[config.mk]
export PLATFORM = sky130hd
export DESIGN_NAME = floo_tile_local_mux
export DESIGN_NICKNAME = d
export VERILOG_FILES = /design/src/rtl/floo_tile_local_mux.sv
export SDC_FILE = /design/constraint.sdc
export NUM_CORES = 1
export LEC_CHECK = 0
export BUFFER_PORTS_ARGS = -buffer_cell sky130_fd_sc_hd__buf_2
export CORE_AREA = 2 2 134 136
export DETAILED_ROUTE_END_ITERATION = 8
export DIE_AREA = 0 0 136 138
export PLACE_DENSITY = 0.57
export SYNTH_ARGS = -nofsm -noshare
export SYNTH_HDL_FRONTEND = slang
export SYNTH_SLANG_ARGS = --single-unit
[constraint.sdc]
create_clock -name clk_i -period 2.1 [get_ports clk_i]
set_input_delay 0.21 -clock clk_i [delete_from_list [all_inputs] [get_ports clk_i]]
set_output_delay 0.21 -clock clk_i [all_outputs]
set_load 0.05 [all_outputs]
[src/rtl/floo_tile_local_mux.sv]
// floo_tile_local_mux: shares one router local port among NumLocal network interfaces.
// Injection: round-robin, packet-locked arbiter feeding a single-entry output register.
// Ejection: combinational demux on a local-index field carried in the flit; flits that
// address a non-existent local are absorbed, flagged on err_o and counted.
module floo_tile_local_mux #(
  parameter int unsigned NumLocal  = 2,
  parameter int unsigned FlitWidth = 64,
  parameter int unsigned DstLsb    = 0,
  parameter int unsigned IdxW      = (NumLocal > 1) ? $clog2(NumLocal) : 1
) (
  input  logic                                clk_i,
  input  logic                                rst_i,
  // injection from locals
  input  logic [NumLocal-1:0]                 in_valid_i,
  output logic [NumLocal-1:0]                 in_ready_o,
  input  logic [NumLocal-1:0][FlitWidth-1:0]  in_data_i,
  input  logic [NumLocal-1:0]                 in_last_i,
  // merged stream to router
  output logic                                out_valid_o,
  input  logic                                out_ready_i,
  output logic [FlitWidth-1:0]                out_data_o,
  output logic                                out_last_o,
  // ejection from router
  input  logic                                rtr_valid_i,
  output logic                                rtr_ready_o,
  input  logic [FlitWidth-1:0]                rtr_data_i,
  input  logic                                rtr_last_i,
  // ejection to locals
  output logic [NumLocal-1:0]                 loc_valid_o,
  input  logic [NumLocal-1:0]                 loc_ready_i,
  output logic [FlitWidth-1:0]                loc_data_o,
  output logic                                loc_last_o,
  // drop reporting
  output logic                                err_o,
  output logic [7:0]                          drop_cnt_o
);

  typedef enum logic {S_IDLE, S_LOCKED} state_e;

  state_e                r_state, w_state_nxt;
  logic [IdxW-1:0]       r_rr, w_rr_nxt;
  logic [IdxW-1:0]       r_lock, w_lock_nxt;
  logic [IdxW-1:0]       w_gnt_idx;
  logic                  w_gnt_vld;
  int unsigned           w_best, w_dist;
  logic [FlitWidth-1:0]  w_sel_data;
  logic                  w_sel_last;
  logic                  w_can_accept;
  logic                  w_hs;

  logic                  r_out_valid;
  logic [FlitWidth-1:0]  r_out_data;
  logic                  r_out_last;

  logic [IdxW-1:0]       w_idx;
  logic                  w_idx_ok;
  logic                  w_drop;
  logic                  r_err;
  logic [7:0]            r_drop_cnt;

  // Output register can take a new flit when empty or draining this cycle.
  assign w_can_accept = !r_out_valid || out_ready_i;
  assign w_hs         = w_gnt_vld && w_can_accept;

  // Grant selection: held port while locked, else first valid at/after rr pointer.
  always_comb begin
    w_gnt_idx = '0;
    w_gnt_vld = 1'b0;
    w_best    = NumLocal;
    w_dist    = 0;
    if (r_state == S_LOCKED) begin
      w_gnt_idx = r_lock;
      for (int unsigned i = 0; i < NumLocal; i++) begin
        if (IdxW'(i) == r_lock) w_gnt_vld = in_valid_i[i];
      end
    end else begin
      for (int unsigned i = 0; i < NumLocal; i++) begin
        w_dist = (i >= 32'(r_rr)) ? (i - 32'(r_rr)) : (i + NumLocal - 32'(r_rr));
        if (in_valid_i[i] && (w_dist < w_best)) begin
          w_best    = w_dist;
          w_gnt_idx = IdxW'(i);
          w_gnt_vld = 1'b1;
        end
      end
    end
  end

  // Payload mux and per-port ready for the granted port.
  always_comb begin
    w_sel_data = '0;
    w_sel_last = 1'b0;
    in_ready_o = '0;
    for (int unsigned i = 0; i < NumLocal; i++) begin
      if (IdxW'(i) == w_gnt_idx) begin
        w_sel_data    = in_data_i[i];
        w_sel_last    = in_last_i[i];
        in_ready_o[i] = !rst_i && w_hs;
      end
    end
  end

  // Arbiter next state: lock on a non-last flit, release and advance rr on last.
  always_comb begin
    w_state_nxt = r_state;
    w_rr_nxt    = r_rr;
    w_lock_nxt  = r_lock;
    if (w_hs) begin
      if (w_sel_last) begin
        w_state_nxt = S_IDLE;
        w_rr_nxt    = ((32'(w_gnt_idx) + 1) >= NumLocal) ? '0 : (w_gnt_idx + IdxW'(1));
      end else begin
        w_state_nxt = S_LOCKED;
        w_lock_nxt  = w_gnt_idx;
      end
    end
  end

  // Arbiter state register.
  always_ff @(posedge clk_i or posedge rst_i) begin
    if (rst_i) begin
      r_state <= S_IDLE;
      r_rr    <= '0;
      r_lock  <= '0;
    end else begin
      r_state <= w_state_nxt;
      r_rr    <= w_rr_nxt;
      r_lock  <= w_lock_nxt;
    end
  end

  // Single-entry output register; holds until the router takes it.
  always_ff @(posedge clk_i or posedge rst_i) begin
    if (rst_i) begin
      r_out_valid <= 1'b0;
      r_out_data  <= '0;
      r_out_last  <= 1'b0;
    end else if (w_hs) begin
      r_out_valid <= 1'b1;
      r_out_data  <= w_sel_data;
      r_out_last  <= w_sel_last;
    end else if (out_ready_i) begin
      r_out_valid <= 1'b0;
    end
  end

  assign out_valid_o = r_out_valid;
  assign out_data_o  = r_out_data;
  assign out_last_o  = r_out_last;

  assign w_idx    = rtr_data_i[DstLsb +: IdxW];
  assign w_idx_ok = (32'(w_idx) < NumLocal);
  assign w_drop   = rtr_valid_i && !w_idx_ok;

  // Ejection demux; out-of-range index is always accepted and discarded.
  always_comb begin
    loc_valid_o = '0;
    rtr_ready_o = 1'b1;
    if (w_idx_ok) begin
      for (int unsigned i = 0; i < NumLocal; i++) begin
        if (IdxW'(i) == w_idx) begin
          loc_valid_o[i] = rtr_valid_i;
          rtr_ready_o    = loc_ready_i[i];
        end
      end
    end
  end

  assign loc_data_o = rtr_data_i;
  assign loc_last_o = rtr_last_i;

  // Drop pulse and saturating drop counter.
  always_ff @(posedge clk_i or posedge rst_i) begin
    if (rst_i) begin
      r_err      <= 1'b0;
      r_drop_cnt <= '0;
    end else begin
      r_err <= w_drop;
      if (w_drop && (r_drop_cnt != 8'hFF)) r_drop_cnt <= r_drop_cnt + 8'd1;
    end
  end

  assign err_o      = r_err;
  assign drop_cnt_o = r_drop_cnt;

endmodule

Word-level counts from Yosys, hierarchy flattened:

Cells that the tools add are included.

* flip-flop bits (word level): 69
* input bits: 203
* logic and storage cells: 46

* add/subtract/negate cells: 5
* $lt $le $gt $ge: 4
* mux-type cells: 20
* bitwise logic cells: 1
* reductions and logical operators: 10

Operators with widths (count)
* $mux 32: 3
* $mux 64: 1
* $lt 32x2->1 const B: 1
* $lt 32x32->1: 1
* $mux 1: 16
* $logic_and 1x1->1: 4
* $reduce_and 2->1: 2
* $sub 1x1->2 const A: 2
* $sub 2x1->3 const A: 1
* $add 1x1->2 const B: 1
* $ge 2x2->1 const B: 1
* $logic_not 1->1: 2
* $reduce_bool 2->1: 1
* $add 1x1->1 const B: 1
* $ge 1x1->1 const A: 1
* $logic_or 1x1->1: 1
* $not 1->1: 1

Longest topological paths before layout:

Gate-level depths: netlist (run 1).

* word-level depth: 13
* gate-level depth with buffers: 6
* mapped depth without buffers: 4

Worst setup path after synthesis (run 1):

Ideal clock, no wire load.

* path type: flip-flop to output port
* start point: register r_out_valid (netlist: out_valid_o)
* end point: output port in_ready_o[1]
* data arrival time: 2.319 ns
* data required time: 1.890 ns
* slack: -0.429 ns
* stages on the path, launching flop included: 5
* buffers on the path: 1
* cells stage by stage: dfrtp_1 -> nand2b_1 -> o221ai_4 -> clkbuf_1 -> nor3b_1

* cells in the longest elaborated chain, start to end: 5

Ends and longest elaborated chain
* start, declared: line 51 `logic r_out_valid;`
* start signal, assigned: line 134 `r_out_valid <= 1'b0;`
* start signal, assigned: line 138 `r_out_valid <= 1'b1;`
* start signal, assigned: line 142 `r_out_valid <= 1'b0;`
* $logic_not 1->1: line 62 `assign w_can_accept = !r_out_valid || out_ready_i;`
* $logic_or 1x1->1: line 62
* $logic_and 1x1->1: line 63 `assign w_hs = w_gnt_vld && w_can_accept;`
* $logic_and 1x1->1: line 97 `in_ready_o[i] = !rst_i && w_hs;`
* $mux 1: line 94 `if (IdxW'(i) == w_gnt_idx) begin`
* end, declared: line 15 `output logic [NumLocal-1:0] in_ready_o,`

No other way between the ends.

Worst setup path in the final report (run 1):

* start point: register r_state
* end point: output port in_ready_o[1]

* cells in the longest elaborated chain, start to end: 4

Ends and longest elaborated chain
* start, declared: line 40 `state_e r_state, w_state_nxt;`
* start signal, assigned: line 125 `r_state <= w_state_nxt;`
* $mux 1: line 71 `if (r_state == S_LOCKED) begin`
* $logic_and 1x1->1: line 63
* $logic_and 1x1->1: line 97
* $mux 1 (*): line 94

Mark *: on every way between the ends. The rest lies on a longest branch, timed or not.

==> impl_metrics.tcl, run 1 <==
set metrics [dict create \
    vias_in_the_first_global_route 2977 \
    setup.worst_path.start_class "register" \
    cts.clk_slew.worst_paths_ns 0.06 \
    floorplan.io_pins 348 \
    reg2reg_from "r_state$_DFFE_PP0P_" \
    overflow 0 \
    critPathArrivalTime_ns 1.79 \
    synth_sequential_area_ratio_pct 45.1 \
    dieArea_sq_um 18800 \
    core_sq_um 17500 \
    num_vias 3010 \
    h-tree-depth 3 \
    cts.path.max_buffers 2 \
    drt_drc_violations_left 0 \
    cts_root_buf "clkbuf_16" \
    synth.top_cells.by_count "buf_4, dfrtp_1, nand2_1" \
    final_layout_size_suffix_gt1_share_pct 45.0 \
    hold_path_class "in2reg" \
    ir_worst_vdd_v 0.00105 \
    grt_start_max_net_pins 72 \
    synthDominantAreaCellType "dfrtp_1" \
    drt-wirelength-per-cell_um 12.0 \
    synth_area_sq_um 3830 \
    antenna_found_initial 0 \
    io_buffers 210 \
    clkSinkCount 69 \
    avg_vias_per_cell 3.96 \
    groute.usage.overall_pct 9.86 \
    post_synth_inst_count 388 \
    power_leakage_nw 2.50 \
    synth.top_cell.area_share_pct 45.1 \
    drt_iter0_markers 45 \
    period_minus_slack_ns 2.00 \
    max_cap_viol_count 0 \
    timing.setup.tns_ns 0 \
    finish.net_count 730 \
    final_antenna_net_count 0 \
    worstHoldStart "in_data_i[34]" \
    finalCritPeriodShare_pct 95.4 \
    final-setup-viol-count 0 \
    hpwlAfterDp_mm 7.04 \
    worst_r2r_path_depth 5 \
    die_w_um 136 \
    synth_seq_cells 69 \
    slew_viol_final 0 \
    ys_types 22 \
    yosysWarnings 0 \
    critPathCaptureType "primary output" \
    whs_endpoint "out_data_o[34]$_DFFE_PP0P_" \
    postSynth.topFlopCell "dfrtp_1" \
    totalWireLength_mm 9.13 \
    synth-async-reset-ratio_pct 100 \
    layout.cell_area.non_filler_sq_um 4930 \
    worst_hold_slack_ns 0.136 \
    hold_depth 3 \
    ys_top_cells_by_area "dfrtp_1, mux2i_1, buf_4, o21ai_1, nand2_1" \
    initial_core_utilization_pct 21.8 \
    placed_area_sq_um 4620 \
    r2r_setup_slack_ns 0.40 \
    skew_ns 0.0104 \
    hold_violations 0 \
    final.fill_count 1883 \
    p_per_area_nw_per_um2 1780 \
    worst-slew-pin-transition_ns 0.555 \
    cts_made_buffers 9 \
    postCtsSetupBuffers 0 \
    worst_skew_pair.late_latency_ns 0.34 \
    num_rows 49 \
    worst-setup-path-type "reg2out" \
    rsz0062_at_grt "no" \
    r2r-end "out_data_o[37]$_DFFE_PP0P_" \
    max_slew_margin_pct 62.9 \
    synth-edff-count 0 \
    status "completed" \
    fin_total_pwr_mw 8.77 \
    floorplan.die.height_um 138 \
    synth_most_common_cell "buf_4" \
    ant_diodes 0 \
    critPathLaunch "r_state$_DFFE_PP0P_" \
    post_cts_resized 0 \
    crit_required_ns 1.89 \
    synth.avg_cell_area_sq_um 9.86 \
    dr.pass1.iters 4 \
    tritoncts_clock_tree "done" \
    achievable-frequency_mhz 499 \
    crit_path_max_fanout 7 \
    area_growth_syn_to_layout_pct 28.9 \
    final_wtd_congestion 0.668 \
    grt_pass1_wl_mm 14.5 \
]
-- area by class of cell --
type                            count  area [sq um]  area share [%]
Tap cell                          229           287            5.81
Inverter                            3          12.5           0.254
Sequential cell                    69          1730            35.0
Clock buffer                       11           253            5.12
Clock inverter                      4          47.5           0.964
Timing Repair Buffer              216          1160            23.5
Multi-Input combinational cell    228          1450            29.3
-- critical path, stage by stage, from the launching register on --
cell	delay [ns]
dfrtp_1	0.42
nand2b_1	0.19
o21ai_4	0.30
nor3b_2	0.25
buf_2	0.29
-- sequential cells by signal, indices dropped and copies added, names as in the netlist --
register / count
r_lock: 1
out_valid_o: 1
r_rr: 1
out_data_o: 64
out_last_o: 1
r_state: 1
-- report_power, final --
group | total [mW] | switching, mW | internal (mW)
sequential | 2.30 | 0.325 | 1.98
clock | 1.54 | 0.563 | 0.972
combinational | 4.93 | 3.59 | 1.34
-- cells in the final DEF, fill, tap and decap left out --
master,n
clkbuf_16,9
nor3b_2,1
conb_1,9
clkinv_2,3
nor2b_1,2
nand2_1,68
bufinv_16,1
o221ai_4,1
clkinvlp_4,1
a21boi_2,1
buf_2,210
mux2_2,2
o21ai_4,1
mux2i_1,65
o21ai_1,66
dlygate4sd3_1,1
nor3_2,1
clkbuf_8,2
dfrtp_1,69
buf_12,5
and2_1,1
nor2_1,3
nand2b_1,3
o2bb2a_2,1
inv_1,2
o31ai_1,1
o21ai_0,2
-- cells by family (layout without fill, tap and decap cells) --
logic type / count (synthesis) / count (layout) / synth area share [%]
buffers and inverters: 99 / 234 / 18.4
AND/OR/NAND/NOR: 79 / 79 / 8.27
AO/OA/AOI/OAI: 73 / 73 / 10.5
flip-flops: 69 / 69 / 45.1
multiplexers: 67 / 67 / 17.6
other: 1 / 9 / 0.0980
-- per-stage QoR --
step	setup slack, ns	utilization, %	std cells
6_report	0.0965	28.1	760
5_1_grt	0.0231	28.1	760
3_5_place_dp	0.374	26.4	744
4_1_cts	0.0496	28.1	760
2_1_floorplan	0.0504	-	396
3_3_place_gp	0.422	26.4	744
-- metal layers --
layer	global-route usage, %	wire (um)	vias up
li1	-	-	1489
met1	10.9	3620	1316
met2	15.3	4150	166
met3	4.36	998	39
met4	6.36	354	0
met5	0	0	-
-- how the worst max path moves through the flow --
stage | slack (ns) | depth (start not counted) | end
global placement | 0.42 | 5 | out_data_o[27]$_DFFE_PP0P_
CTS | 0.05 | 4 | in_ready_o[1]
detailed placement | 0.37 | 5 | out_data_o[9]$_DFFE_PP0P_
floorplan | 0.05 | 4 | in_ready_o[1]
global route | 0.02 | 4 | in_ready_o[1]
finish | 0.1 | 4 | in_ready_o[1]
-- timing repair --
item / 4_1_cts / 5_1_grt
hold buffers: 1 / 0
setup endpoints to repair: 0 / 1
hold endpoints to repair: 29 / 0
Power figures use the tool's default switching activity.
==> run 2, diff against run 1 <==
--- a/config.mk
+++ b/config.mk
@@ -9,7 +9,7 @@
 export CORE_AREA = 2 2 134 136
 export DETAILED_ROUTE_END_ITERATION = 8
 export DIE_AREA = 0 0 136 138
-export PLACE_DENSITY = 0.57
+export PLACE_DENSITY = 0.59
 export SYNTH_ARGS = -nofsm -noshare
 export SYNTH_HDL_FRONTEND = slang
 export SYNTH_SLANG_ARGS = --single-unit
==> constraint.sdc (replaced) <==
create_clock -name clk_i -period 1.8 [get_ports clk_i]
set_input_delay 0.18 -clock clk_i [delete_from_list [all_inputs] [get_ports clk_i]]
set_output_delay 0.18 -clock clk_i [all_outputs]
set_load 0.05 [all_outputs]
==> run 2 against run 1 <==
Wire length increased by 6.4%. Die area is the same. Combinational power rose by 30%. Sequential share of layout area down 1.8 points. Utilization is 1.5 points higher. Final cell count up 2.6%. Register-to-register slack lost 0.34 ns. Clock skew is 0.0045 ns lower. Critical path type unchanged.
==> impl_metrics.tcl, run 2 (synthesis gave the netlist of run 1 again) <==
set metrics [dict create \
    status "completed" \
    timing.setup.tns_ns 0 \
    clkSinkCount 69 \
    r2r_setup_slack_ns 0.06 \
    worst-slew-pin-transition_ns 0.572 \
    critPathCaptureType "primary output" \
    floorplan.io_pins 348 \
    crit_required_ns 1.62 \
    grt_start_max_net_pins 79 \
    hpwlAfterDp_mm 7.21 \
    finalCritPeriodShare_pct 97.7 \
    hold_path_class "in2reg" \
    whs_endpoint "out_data_o[53]$_DFFE_PP0P_" \
    worst_skew_pair.late_latency_ns 0.34 \
    path_cells "nand2b_1 -> o21ai_4 -> nor3b_4 -> buf_6" \
    max_slew_margin_pct 61.8 \
    cts.clk_slew.worst_paths_ns 0.06 \
    cpLargestDelayFamily "simple AND/OR/NAND/NOR gates" \
    pre_cts_slack_ns 0.130 \
    dr.pass1.iters 4 \
    final_cell_mix "buf_2, nand2_1, dfrtp_1" \
    globalRouteMet3Util_pct 3.34 \
    r2r-end "out_data_o[29]$_DFFE_PP0P_" \
    final_antenna_net_count 0 \
    floorplan.die.height_um 138 \
    worst-setup-path-type "reg2out" \
    final_wtd_congestion 0.742 \
    dieArea_sq_um 18800 \
    drt_drc_violations_left 0 \
    worst_path_largest_cell_delay_ns 0.42 \
    antenna_found_initial 0 \
    grt_busiest_layer "met2" \
    drt-wirelength-per-cell_um 12.5 \
    cts_root_buf "clkbuf_16" \
    hold_violations 0 \
    achievable-frequency_mhz 569 \
    cp.buffers_inverters 1 \
    p_per_area_nw_per_um2 2100 \
    crit_path_max_fanout 5 \
    final_layout_size_suffix_gt1_share_pct 48.1 \
    slew_viol_final 0 \
    ir_worst_vdd_v 0.000873 \
    avg_vias_per_cell 3.89 \
    area_growth_syn_to_layout_pct 35.9 \
    num_vias 3037 \
    largest_reg_flops 64 \
    final-instance-count-excl-fill 780 \
    drt_iter0_markers 81 \
    worst_r2r_path_depth 7 \
    finish.net_count 749 \
    slowest_stage "dfrtp_1" \
    groute.usage.overall_pct 10.1 \
    setup_ws_ns 0.0422 \
    grt_pass1_wl_mm 14.9 \
    initial_core_utilization_pct 21.8 \
    final-setup-viol-count 0 \
    power_leakage_nw 2.62 \
    overflow 0 \
    final_util_pct 29.7 \
    rsz0062_at_grt "yes" \
    vias_in_the_first_global_route 2962 \
    use_met1_pct 12.2 \
    die_w_um 136 \
    skew_ns 0.00598 \
    tritoncts_clock_tree "done" \
    max_cap_viol_count 0 \
    place.detailed.instances 752 \
    critPathArrivalTime_ns 1.58 \
    io_buffers 210 \
    reg2reg_from "r_state$_DFFE_PP0P_" \
    num_rows 49 \
    layout_commonest_cell "buf_2" \
    cts.path.max_buffers 2 \
    core_sq_um 17500 \
    ant_diodes 0 \
    setup.worst_path.start_class "register" \
    final.fill_count 1878 \
    worstHoldStart "in_data_i[117]" \
    period_minus_slack_ns 1.76 \
    totalWireLength_mm 9.72 \
    grt.met2_usage_pct 15.6 \
    hold_depth 3 \
    cts_made_buffers 9 \
    h-tree-depth 3 \
]
run 2: worst reg2reg max path: stages, from the launching register on:
cell       delay, ns
dfrtp_1         0.42
nand2b_1        0.20
o21ai_4         0.23
buf_4           0.16
buf_12          0.16
clkbuf_16       0.19
mux2i_1         0.19
o21ai_1         0.07
run 2: power by group:
group	total, mW	leakage (nW)	internal (mW)	switching [mW]
clock	1.80	0.140	1.10	0.700
combinational	6.42	1.64	2.04	4.38
sequential	2.68	0.842	2.31	0.370
total	10.9	2.62	5.45	5.45
run 2: area by class of cell:
cell class	count	area [sq um]	area share, %
tap	229	287	5.51
clock buffer	10	239	4.60
clock inverter	6	62.6	1.20
sequential	69	1730	33.2
inverter	3	15.0	0.289
timing repair buffer	235	1390	26.8
multi-input combinational	228	1480	28.4
run 2: timing repair:
action / CTS / global route
buffers inserted: 2 / 7
setup endpoints to repair: 2 / 20
endpoints found under the hold margin: 26 / 0
hold buffers: 1 / 0
resized for setup: 4 / 7
gates cloned: 1 / 1
pin swaps: 1 / 3
run 2: per-stage QoR:
| stage | power (mW) | area (sq um) | hold WS [ns] |
|---|---|---|---|
| finish | 10.9 | 5200 | 0.108 |
| global placement | 8.71 | 4710 | 0.353 |
| detailed placement | 8.77 | 4710 | 0.344 |
| global route | 11.5 | 5200 | 0.112 |
| CTS | 10.8 | 5080 | 0.0930 |
| floorplan | 7.64 | 3880 | 0.343 |
run 2: how the worst max path moves through the flow:
stage	to	cells after the start	start	slack, ns
global route	out_data_o[30]$_DFFE_PP0P_	7	r_state$_DFFE_PP0P_	-0.03
global placement	out_data_o[35]$_DFFE_PP0P_	6	r_state$_DFFE_PP0P_	0.19
finish	in_ready_o[1]	4	r_state$_DFFE_PP0P_	0.04
floorplan	in_ready_o[1]	4	out_valid_o$_DFFE_PP0P_	0.01
CTS	in_ready_o[0]	4	r_state$_DFFE_PP0P_	0.01
detailed placement	out_data_o[32]$_DFFE_PP0P_	6	r_state$_DFFE_PP0P_	0.13
run 2: metal layers:
layer / wire [um] / vias to the layer above
met5: 0 / -
met4: 272 / 0
met3: 843 / 30
met2: 4410 / 161
met1: 4200 / 1316
li1: - / 1530
